`src/rtl/serial_adder.sv`:
```
// Bit-serial adder: one full-adder cell and a registered carry, LSB first,
// one bit per clock, with a start/busy/done handshake.
// Optional build macro SERIAL_ADDER_SUB_EN adds a 'sub' input. When sub=1 the
// block computes a - b as a + ~b + 1.
module serial_adder #(
   parameter int unsigned WIDTH = 8
) (
   input  logic             clk,
   input  logic             rst_n,
   input  logic             start,
`ifdef SERIAL_ADDER_SUB_EN
   input  logic             sub,
`endif
   input  logic [WIDTH-1:0] a,
   input  logic [WIDTH-1:0] b,
   input  logic             c,
   output logic             busy,
   output logic             done,
   output logic [WIDTH-1:0] sum,
   output logic             carry
);

   localparam int unsigned CW = $clog2(WIDTH);

   typedef enum logic [1:0] {
      S_IDLE = 2'd0,
      S_ADD  = 2'd1,
      S_DONE = 2'd2
   } state_t;

   state_t           state;
   state_t           state_next;
   logic [WIDTH-1:0] sh_a;
   logic [WIDTH-1:0] sh_b;
   logic [WIDTH-1:0] res;
   logic             cy;
   logic [CW-1:0]    cnt;

   logic             last_bit;
   logic             s_bit;
   logic             cy_next;
   logic [WIDTH-1:0] ld_b;
   logic             ld_cy;

   // State register
   always_ff @(posedge clk or negedge rst_n) begin
      if (!rst_n) state <= S_IDLE;
      else        state <= state_next;
   end

   // Next-state logic plus the full-adder cell and the operand-load muxing
   always_comb begin
      state_next = state;
      last_bit   = (cnt == CW'(WIDTH - 1));
      s_bit      = sh_a[0] ^ sh_b[0] ^ cy;
      cy_next    = (sh_a[0] & sh_b[0]) | (sh_a[0] & cy) | (sh_b[0] & cy);
`ifdef SERIAL_ADDER_SUB_EN
      ld_b       = sub ? ~b : b;
      ld_cy      = sub ? 1'b1 : c;
`else
      ld_b       = b;
      ld_cy      = c;
`endif
      case (state)
         S_IDLE:  if (start) state_next = S_ADD;
         S_ADD:   if (last_bit) state_next = S_DONE;
         S_DONE:  state_next = S_IDLE;
         default: state_next = S_IDLE;
      endcase
   end

   // Handshake outputs, registered from the next state so they track the state register
   always_ff @(posedge clk or negedge rst_n) begin
      if (!rst_n) begin
         busy <= 1'b0;
         done <= 1'b0;
      end else begin
         busy <= (state_next == S_ADD);
         done <= (state_next == S_DONE);
      end
   end

   // Operand capture, bit-serial shifting and result update on the final bit
   always_ff @(posedge clk or negedge rst_n) begin
      if (!rst_n) begin
         sh_a  <= '0;
         sh_b  <= '0;
         res   <= '0;
         cy    <= 1'b0;
         cnt   <= '0;
         sum   <= '0;
         carry <= 1'b0;
      end else begin
         case (state)
            S_IDLE: begin
               if (start) begin
                  sh_a <= a;
                  sh_b <= ld_b;
                  cy   <= ld_cy;
                  cnt  <= '0;
               end
            end
            S_ADD: begin
               sh_a <= {1'b0, sh_a[WIDTH-1:1]};
               sh_b <= {1'b0, sh_b[WIDTH-1:1]};
               res  <= {s_bit, res[WIDTH-1:1]};
               cy   <= cy_next;
               cnt  <= cnt + CW'(1);
               if (last_bit) begin
                  sum   <= {s_bit, res[WIDTH-1:1]};
                  carry <= cy_next;
               end
            end
            default: ;
         endcase
      end
   end

endmodule

```
`config.mk`:
```
export PLATFORM = sky130hd
export DESIGN_NAME = serial_adder
export DESIGN_NICKNAME = d
export VERILOG_FILES = /design/src/rtl/serial_adder.sv
export SDC_FILE = /design/constraint.sdc
export NUM_CORES = 1
export LEC_CHECK = 0
export ABC_AREA = 0
export CAP_MARGIN = 20
export CORE_UTILIZATION = 55
export DETAILED_ROUTE_END_ITERATION = 10
export PLACE_DENSITY = 0.86
export REMOVE_ABC_BUFFERS = 1
export SLEW_MARGIN = 5
export SYNTH_ARGS = -nofsm -noshare
export SYNTH_HDL_FRONTEND = slang
export SYNTH_SLANG_ARGS = --single-unit
```
`constraint.sdc`:
```
create_clock -name clk -period 4.5 [get_ports clk]
set_input_delay 0.45 -clock clk [delete_from_list [all_inputs] [get_ports clk]]
set_output_delay 0.45 -clock clk [all_outputs]
set_load 0.03 [all_outputs]
```
==> results by stage, run 1 <==
Worst hold path:
- The worst hold path belongs to the class in -> async.

STA:
- The worst-margin pin slew is 836 ps.
- In the final timing run, aggregate negative setup slack is 0 ps.
- Hold is met by 200 ps.
- The clock period minus final worst setup slack is 1910 ps.
- The post-route clock period utilization is 42.4%.
- The worst clock skew is between 5 and 6 ps.
- The number of endpoints with negative hold slack in the final report was 0.
- The final setup slack of the worst path is 2590 ps.
- The fmax is 524 MHz.
- Headroom to the max-slew limit came out at between 40 and 50%.
- Setup repair after global routing left no endpoint under its margin.
- Setup violations remaining at the end of the flow were counted as 0.
- The number of pins with negative max-slew slack in the final report came to 0.

Route:
- The number of detailed-routing iterations run before antenna repair is 9.
- The DRC marker count from the first detailed-route iteration is 132.
- After detailed routing, the number of remaining DRC violations is 1.
- The wire length per cell after detailed routing is around 16 microns.
- The post-detailed-routing wire length is 3.09 mm.
- The via density per instance is 5.88.
- For this block, the via count after detailed routing is approximately 1100.
- The number of antenna-violating nets in the routed design is 0.

Worst setup path:
- Along the worst path, the maximum fanout reaches 23.
- STA classifies the critical path startpoint as a flip-flop.
- The category of the critical setup timing path is reg -> reg.
- The worst setup path is captured at a flip-flop.
- Data arrives at the worst endpoint at 2130 ps.
- STA puts the critical path data required time at 4720 ps.

Global routing:
- The first global-routing pass estimated 5.37 mm of wire.
- The number of global-route vias before repair came to 1201.
- The number of antenna violations at the first check in global routing is 0.
- The total congestion overflow after global routing is 0.
- The pin count of the biggest net entering global routing is 41.
- The total global routing track utilization is 21.6%.

Logic synthesis:
- Of the post-synthesis cell area, the dominant cell type holds approximately three fifths.
- The register area share after synthesis is 58.4%.
- The synthesized netlist contains 23 unique library cells.
- Of all cell types, the one taking the most synthesized area is dfrtp_1.
- The post-synthesis area per instance is about 13 sq um.
- The flip-flop and latch count after synthesis is 40.
- During synthesis, Yosys emitted a total of 0 warnings.
- Counting every instance in the synthesized netlist gives around 140.
- The mapped cell area is 1720 sq um.
- In the post-synthesis netlist, the biggest area contributors are dfrtp_1 58%, mux2_2 11%, a222oi_1 8.2%.

Floorplanning:
- The effective utilization at floorplan is 60.1%.
- The die width is 57.8 microns.
- The area of the die is 3350 sq um.
- The vertical extent of the die is 57.8 microns.
- The number of placed I/O pins is 31.
- After floorplanning, the core was divided into 19 placement rows.
- The standard cell core area is 2850 sq um.

Finish:
- The library cells used most frequently in the layout, excluding fill and tap cells, are 40 x dfrtp_1, 29 x clkdlybuf4s50_1, 20 x inv_1.
- The area added between synthesis and finish is 18.5%.
- The final layout contains 187 nets.
- Cells with a size suffix above 1 make up 15.9% of the layout.
- The library cell used most frequently in the layout, excluding fill and tap cells, is dfrtp_1.
- 0 antenna diodes ended up in the layout.
- The total of fill cells in the finished design is 190.

Pwr:
- The part of the total power dissipated in combinational logic is 43.9%.
- The areal power density over the cells is 697 nW/um^2.
- The part of the total power dissipated in the clock network is 11.6%.
- The share of power burned in registers is 44.5%.
- Summed over all nets, the switching power comes to ~510 uW.
- Summed over all cells, the static leakage comes to 0.924 nW.
- The internal portion of total power is 903 uW.
- Net switching is 36.3% of the power.
- The peak supply drop is 0.360 mV.

Clock tree:
- The clock tree from TritonCTS is built.
- Clock tree synthesis selected as its root buffer the cell clkbuf_4.
- The number of buffers between clock root and the deepest sink is 2.
- The clock insertion delay at the later pin of the skew report is 340 ps.
- After clock tree synthesis, the clock-pin slew on the worst setup and hold paths is 110 ps.
- The number of sinks driven by the clock tree is 40.
- CTS built an H-tree with a depth of 2.
- The post-CTS setup-driven buffer insertion count is 0.
- For this design, the CTS-stage hold fixing added 0 buffers.
- Post-CTS repair changed the size of 0 cells.
- The total clock buffers created by CTS is 5.

Run status:
- The checks that failed: DRC.
- The flow ran to the end, but the final reports show violations.

Run:
- The max capacitance violation total is 0.

Placed design:
- The post-place setup slack is about 2600 ps.
- The count of input and output buffers is 30.
- Summed over all nets, the half-perimeter wirelength after detailed placement is 2.17 mm.
- At the end of routability-driven placement, the weighted congestion stood at just over 0.7.
-- power by group through the flow --
stage	logic [mW]	registers, mW	clock network, mW
final	0.621	0.630	0.165
after global routing	0.675	0.650	0.185
after CTS	0.625	0.632	0.167
after detailed placement	0.621	0.642	0
after global placement	0.596	0.624	0
after floorplan	0.334	0.701	0
-- per-layer routing --
| layer | wire length, microns | global-route usage (%) | vias to the layer above |
|---|---|---|---|
| li1 | - | - | 539 |
| met1 | 1330 | 27.7 | 559 |
| met2 | 1550 | 35.0 | 42 |
| met3 | 170 | 7.37 | 6 |
| met4 | 38 | 6.80 | 0 |
| met5 | 0 | 0 | - |
-- flip-flops by register name (all words and copies together) (netlist names) --
name / cells
cnt: 3
state: 2
done: 1
res: 7
carry: 1
sh_a: 8
sh_b: 8
sum: 8
busy: 1
cy: 1
-- worst paths after layout --
kind | from | end | slack [ps] | cells after the start
max | state[1]$_DFF_PN0_ | sh_a[1]$_DFFE_PN0P_ | 2590 | 3
min | rst_n | sh_b[7]$_DFFE_PN0P_ | 200 | 1
max reg2reg | state[1]$_DFF_PN0_ | sh_a[1]$_DFFE_PN0P_ | 2590 | 3
min reg2reg | sum[7]$_DFFE_PN0P_ | sum[7]$_DFFE_PN0P_ | 510 | 1
max in group asynchronous | rst_n | state[0]$_DFF_PN0_ | 3780 | 1
min in group clk | sum[7]$_DFFE_PN0P_ | sum[7]$_DFFE_PN0P_ | 510 | 1
-- worst max-delay path: stages, from the launching register on --
cell      delay (ps)
dfrtp_1          780
nor2b_1          320
buf_4            290
a222oi_1         400
-- through the flow --
step	utilization (%)	std cells	power, mW	cell area [sq um]
after floorplan	-	125	1.04	1640
after global placement	69.6	188	1.22	1990
after detailed placement	69.6	188	1.26	1990
after CTS	71.2	195	1.42	2030
after global routing	71.2	195	1.51	2030
final	71.2	195	1.42	2030
-- logic make-up after synthesis --
group	synth area share [%]
multiplexers	11.2
buffers and inverters	8.97
adder cells (fa/ha/maj)	2.63
AO/OA/AOI/OAI	11.7
AND/OR/NAND/NOR	7.22
flip-flops	58.4
-- synth_stat cells --
cell type  number
nand4bb_1       2
a22o_1          2
and2b_1         1
inv_1          20
o311ai_0        2
nand3b_2        1
a222oi_1       14
buf_4           4
nand2_1         2
mux2_2         16
nor3b_1         1
fa_1            1
nor4b_1         1
o21bai_1        1
mux2_1          1
buf_6           3
buf_2           3
nor2_1         14
ha_1            2
a21oi_1         2
a211oi_1        1
nor2b_1         1
dfrtp_1        40
-- area by class of cell --
class	instances	area, sq um	area share (%)
Timing Repair Buffer	32	310	15.3
Clock buffer	6	41.3	2.03
Clock inverter	1	5.00	0.246
Sequential cell	40	1000	49.3
Inverter	20	75.1	3.69
Multi-Input combinational cell	65	561	27.6
Tap cell	31	38.8	1.91
Power figures use the tool's default switching activity.
==> inputs of run 2 (changes only) <==
--- a/config.mk
+++ b/config.mk
@@ -7,9 +7,9 @@
 export LEC_CHECK = 0
 export ABC_AREA = 0
 export CAP_MARGIN = 20
-export CORE_UTILIZATION = 55
+export CORE_UTILIZATION = 51
 export DETAILED_ROUTE_END_ITERATION = 10
-export PLACE_DENSITY = 0.86
+export PLACE_DENSITY = 0.81
 export REMOVE_ABC_BUFFERS = 1
 export SLEW_MARGIN = 5
 export SYNTH_ARGS = -nofsm -noshare
==> constraint.sdc (replaced) <==
create_clock -name clk -period 1.8 [get_ports clk]
set_input_delay 0.18 -clock clk [delete_from_list [all_inputs] [get_ports clk]]
set_output_delay 0.18 -clock clk [all_outputs]
set_load 0.03 [all_outputs]
==> run 2 against run 1 <==
The run now ends clean. Total power rose to 2.7 times the previous value. Clock skew grew 10 ps. First-iteration DRC count fell by 6.1%. Flip-flop and latch count did not move. Core utilization shrank 2.8 points. Die area grew 7.6%. Via count increased by 0.87%. Critical endpoint is now sum[3].
==> results by stage, run 2 (synthesis gave the netlist of run 1 again) <==
Run status:
- The run finished with clean final reports.

Finish:
- The area growth from synthesis to layout is 24.7%.
- After the last flow step, the layout net total stands at between 150 and 200.
- Leaving out fill and tap cells, the most frequent cell in the layout is dfrtp_1.
- The largest registers in the layout are sh_a x8, sh_b x8, sum x8.
- The library cells used most frequently in the layout, excluding fill and tap cells, are 40 x dfrtp_1, 29 x clkdlybuf4s50_1, 20 x inv_1.
- The number of antenna cells inserted is 0.
- The fraction of final layout cells with drive strength greater than 1 is 19.3%.
- The finished layout holds 215 standard cells, fillers aside.

Worst setup path:
- The startpoint identified for the worst register-to-register timing path is cnt[0]$_DFFE_PN0P_.
- Among cell families on the critical path, the largest total delay comes from buffers and inverters.
- The largest single stage delay on the critical path is 690 ps.
- The category of the critical setup timing path is reg -> out.
- Among all stages on the critical path, the largest delay is contributed by clkdlybuf4s50_1.
- The worst setup path is launched from a flip-flop.
- The category of the worst setup path capture point is a primary output.
- The data arrival time of the worst path is ~1400 ps.
- For flop-to-flop paths, the worst setup slack is between 200 and 300 ps.
- The critical path data required time is 1620 ps.
- In this run the critical register-to-register path is captured at sum[4]$_DFFE_PN0P_.
- Traced cell by cell, the critical path runs through clkdlybuf4s50_1.
- The number of buffers and inverters on the critical path is 1.
- The maximum fanout along the worst path is 2.
- Measured in cells, the most critical reg-to-reg path has a length of 4.
- Tracing the worst setup path back leads to its startpoint at sum[3]$_DFFE_PN0P_.

Clock tree:
- The number of sinks driven by the clock tree is 40.
- The H-tree was split into 2 levels.
- At the later pin of the worst-skew pair, clock insertion delay measures between 300 and 400 ps.
- TritonCTS created 5 clock buffers.
- In this run, post-CTS repair resized a total of 0 instances.
- The clock-pin slew on the worst setup and hold paths is roughly 130 ps.
- The tree is rooted in a clkbuf_4.
- TritonCTS built the clock tree.
- No sink is reached through more buffers than the 2 on the longest clock path.
- Post-CTS timing repair inserted 0 buffers for setup.

Pwr:
- In this run, flip-flops and latches consume 41.2% of the power.
- For this design the ratio of total power to cell area is 1770 nW/um^2.
- The part of the total power dissipated in combinational logic is 42.3%.
- The clock network burns 16.6% of the power.
- Across the VDD grid, the largest voltage drop is 0.693 mV.
- In this run the power spent charging and discharging nets is 1.31 mW.
- Net switching is 34.6% of the power.
- The internal power of the cells totals 2.48 mW.
- The static leakage power is 0.973 nW.

STA:
- The clock arrives with 15.8 ps of skew.
- The clock period minus final worst setup slack is approximately 1600 ps.
- Timing would allow up to 621 MHz.
- Setup repair after global routing left no endpoint under its margin.
- The relative slew slack is approximately 64%.
- At the pin with the least slew margin, the transition time is 541 ps.
- The final number of setup-violating endpoints is 0.
- The number of endpoints with negative hold slack in the final report is 0.
- After routing, the total negative slack on setup checks comes to 0 ps.
- The smallest hold slack is 336 ps.
- The post-route clock period utilization is 89.5%.
- The number of pins with negative max-slew slack in the final report came to 0.

Placed design:
- The congestion estimate from routability-driven global placement came to 0.715.
- The number of cells in the design after placement is 206.
- Buffers placed on the I/O ports in this run total 30.
- Detailed placement ended at an HPWL of 2.21 mm.

Route:
- The detailed router finished its first iteration with ~120 violations.
- The number of detailed-routing iterations run before antenna repair is 5.
- The post-detailed-route DRC marker count is 0.
- The number of antenna-violating nets in the routed design is 0.
- Using the TritonRoute via totals, the vias-per-cell ratio works out to approximately 5.4.
- Wires add up to 3.15 mm.
- The wire length per cell after detailed routing is 14.7 microns.
- The via count of the routed design is 1156.

Global routing:
- The pin count of the biggest net entering global routing is 25.
- For this run the aggregate overflow at the end of global routing stands at 0.
- The number of global-route vias before repair came to 1142.
- The number of antenna violations at the first check in global routing was 0.
- The first global-routing pass estimated a little over 5 mm of wire.
- Global routing consumed, over all layers together, 20.1% of the routing resources.

Floorplanning:
- The effective utilization at floorplan is 54.8%.
- 31 I/O pins were placed.
- The number of rows in the core area is 20.
- The area of the die is between 3000 and 4000 sq um.
- Measured along the x axis, the die boundary spans ~60 microns.
- After floorplanning, the core was sized to cover ~3100 sq um.
- The vertical extent of the die is 60.0 microns.

Run:
- The max capacitance violation total is 0.

Worst hold path:
- The class of the most critical hold timing path is in -> async.
## run 2: cell count changes in the layout (fill, tap and decap cells not counted), sizes merged
| cell | change |
|---|---|
| bufinv | +1 |
| buf | +5 |
| dlygate4sd3 | +1 |
## run 2: timing repair
item	CTS	global route
endpoints found under the hold margin	22	0
hold buffers	1	0
endpoints found under the setup margin	0	0
## run 2: through the flow
step	util (%)	cell area, sq um	power, mW	setup slack (ps)
final	68.4	2140	3.79	189
after global routing	68.4	2140	4.05	145
after CTS	68.4	2140	3.82	163
after detailed placement	65.2	2040	3.19	249
after global placement	65.2	2040	3.08	301
after floorplan	-	1640	2.59	-211
## run 2: how the worst max path moves through the flow
| stage | end | slack (ps) | cells past startpoint |
|---|---|---|---|
| after floorplan | res[1]$_DFFE_PN0P_ | -210 | 2 |
| after global placement | sum[5]$_DFFE_PN0P_ | 300 | 4 |
| after detailed placement | sh_a[2]$_DFFE_PN0P_ | 250 | 3 |
| after CTS | sum[3] | 160 | 1 |
| after global routing | sum[3] | 150 | 1 |
| final | sum[3] | 190 | 1 |
## run 2: area by class of cell
cell class / count / area, sq um
flip-flops and latches: 40 / 1000
fillers: 238 / 988
multi-input cells: 65 / 561
repair buffers: 38 / 358
inverters: 20 / 75.1
well taps: 44 / 55.1
clock buffers: 6 / 51.3
clock inverters: 2 / 38.8
## run 2: power by group through the flow
stage	clock [mW]	sequential, mW	combinational, mW
2_1_floorplan	0	1.75	0.834
3_3_place_gp	0	1.55	1.53
3_5_place_dp	0	1.58	1.61
4_1_cts	0.642	1.56	1.62
5_1_grt	0.677	1.60	1.77
6_report	0.629	1.56	1.60
## run 2: metal layers
metal  global-route usage, %  vias to the layer above  part of all wire [%]
met5                       0                        -                     0
met4                    7.97                        0                   1.5
met3                    5.19                        6                   4.6
met2                    34.0                       39                    49
met1                    24.4                      566                    44
li1                        -                      545                     -
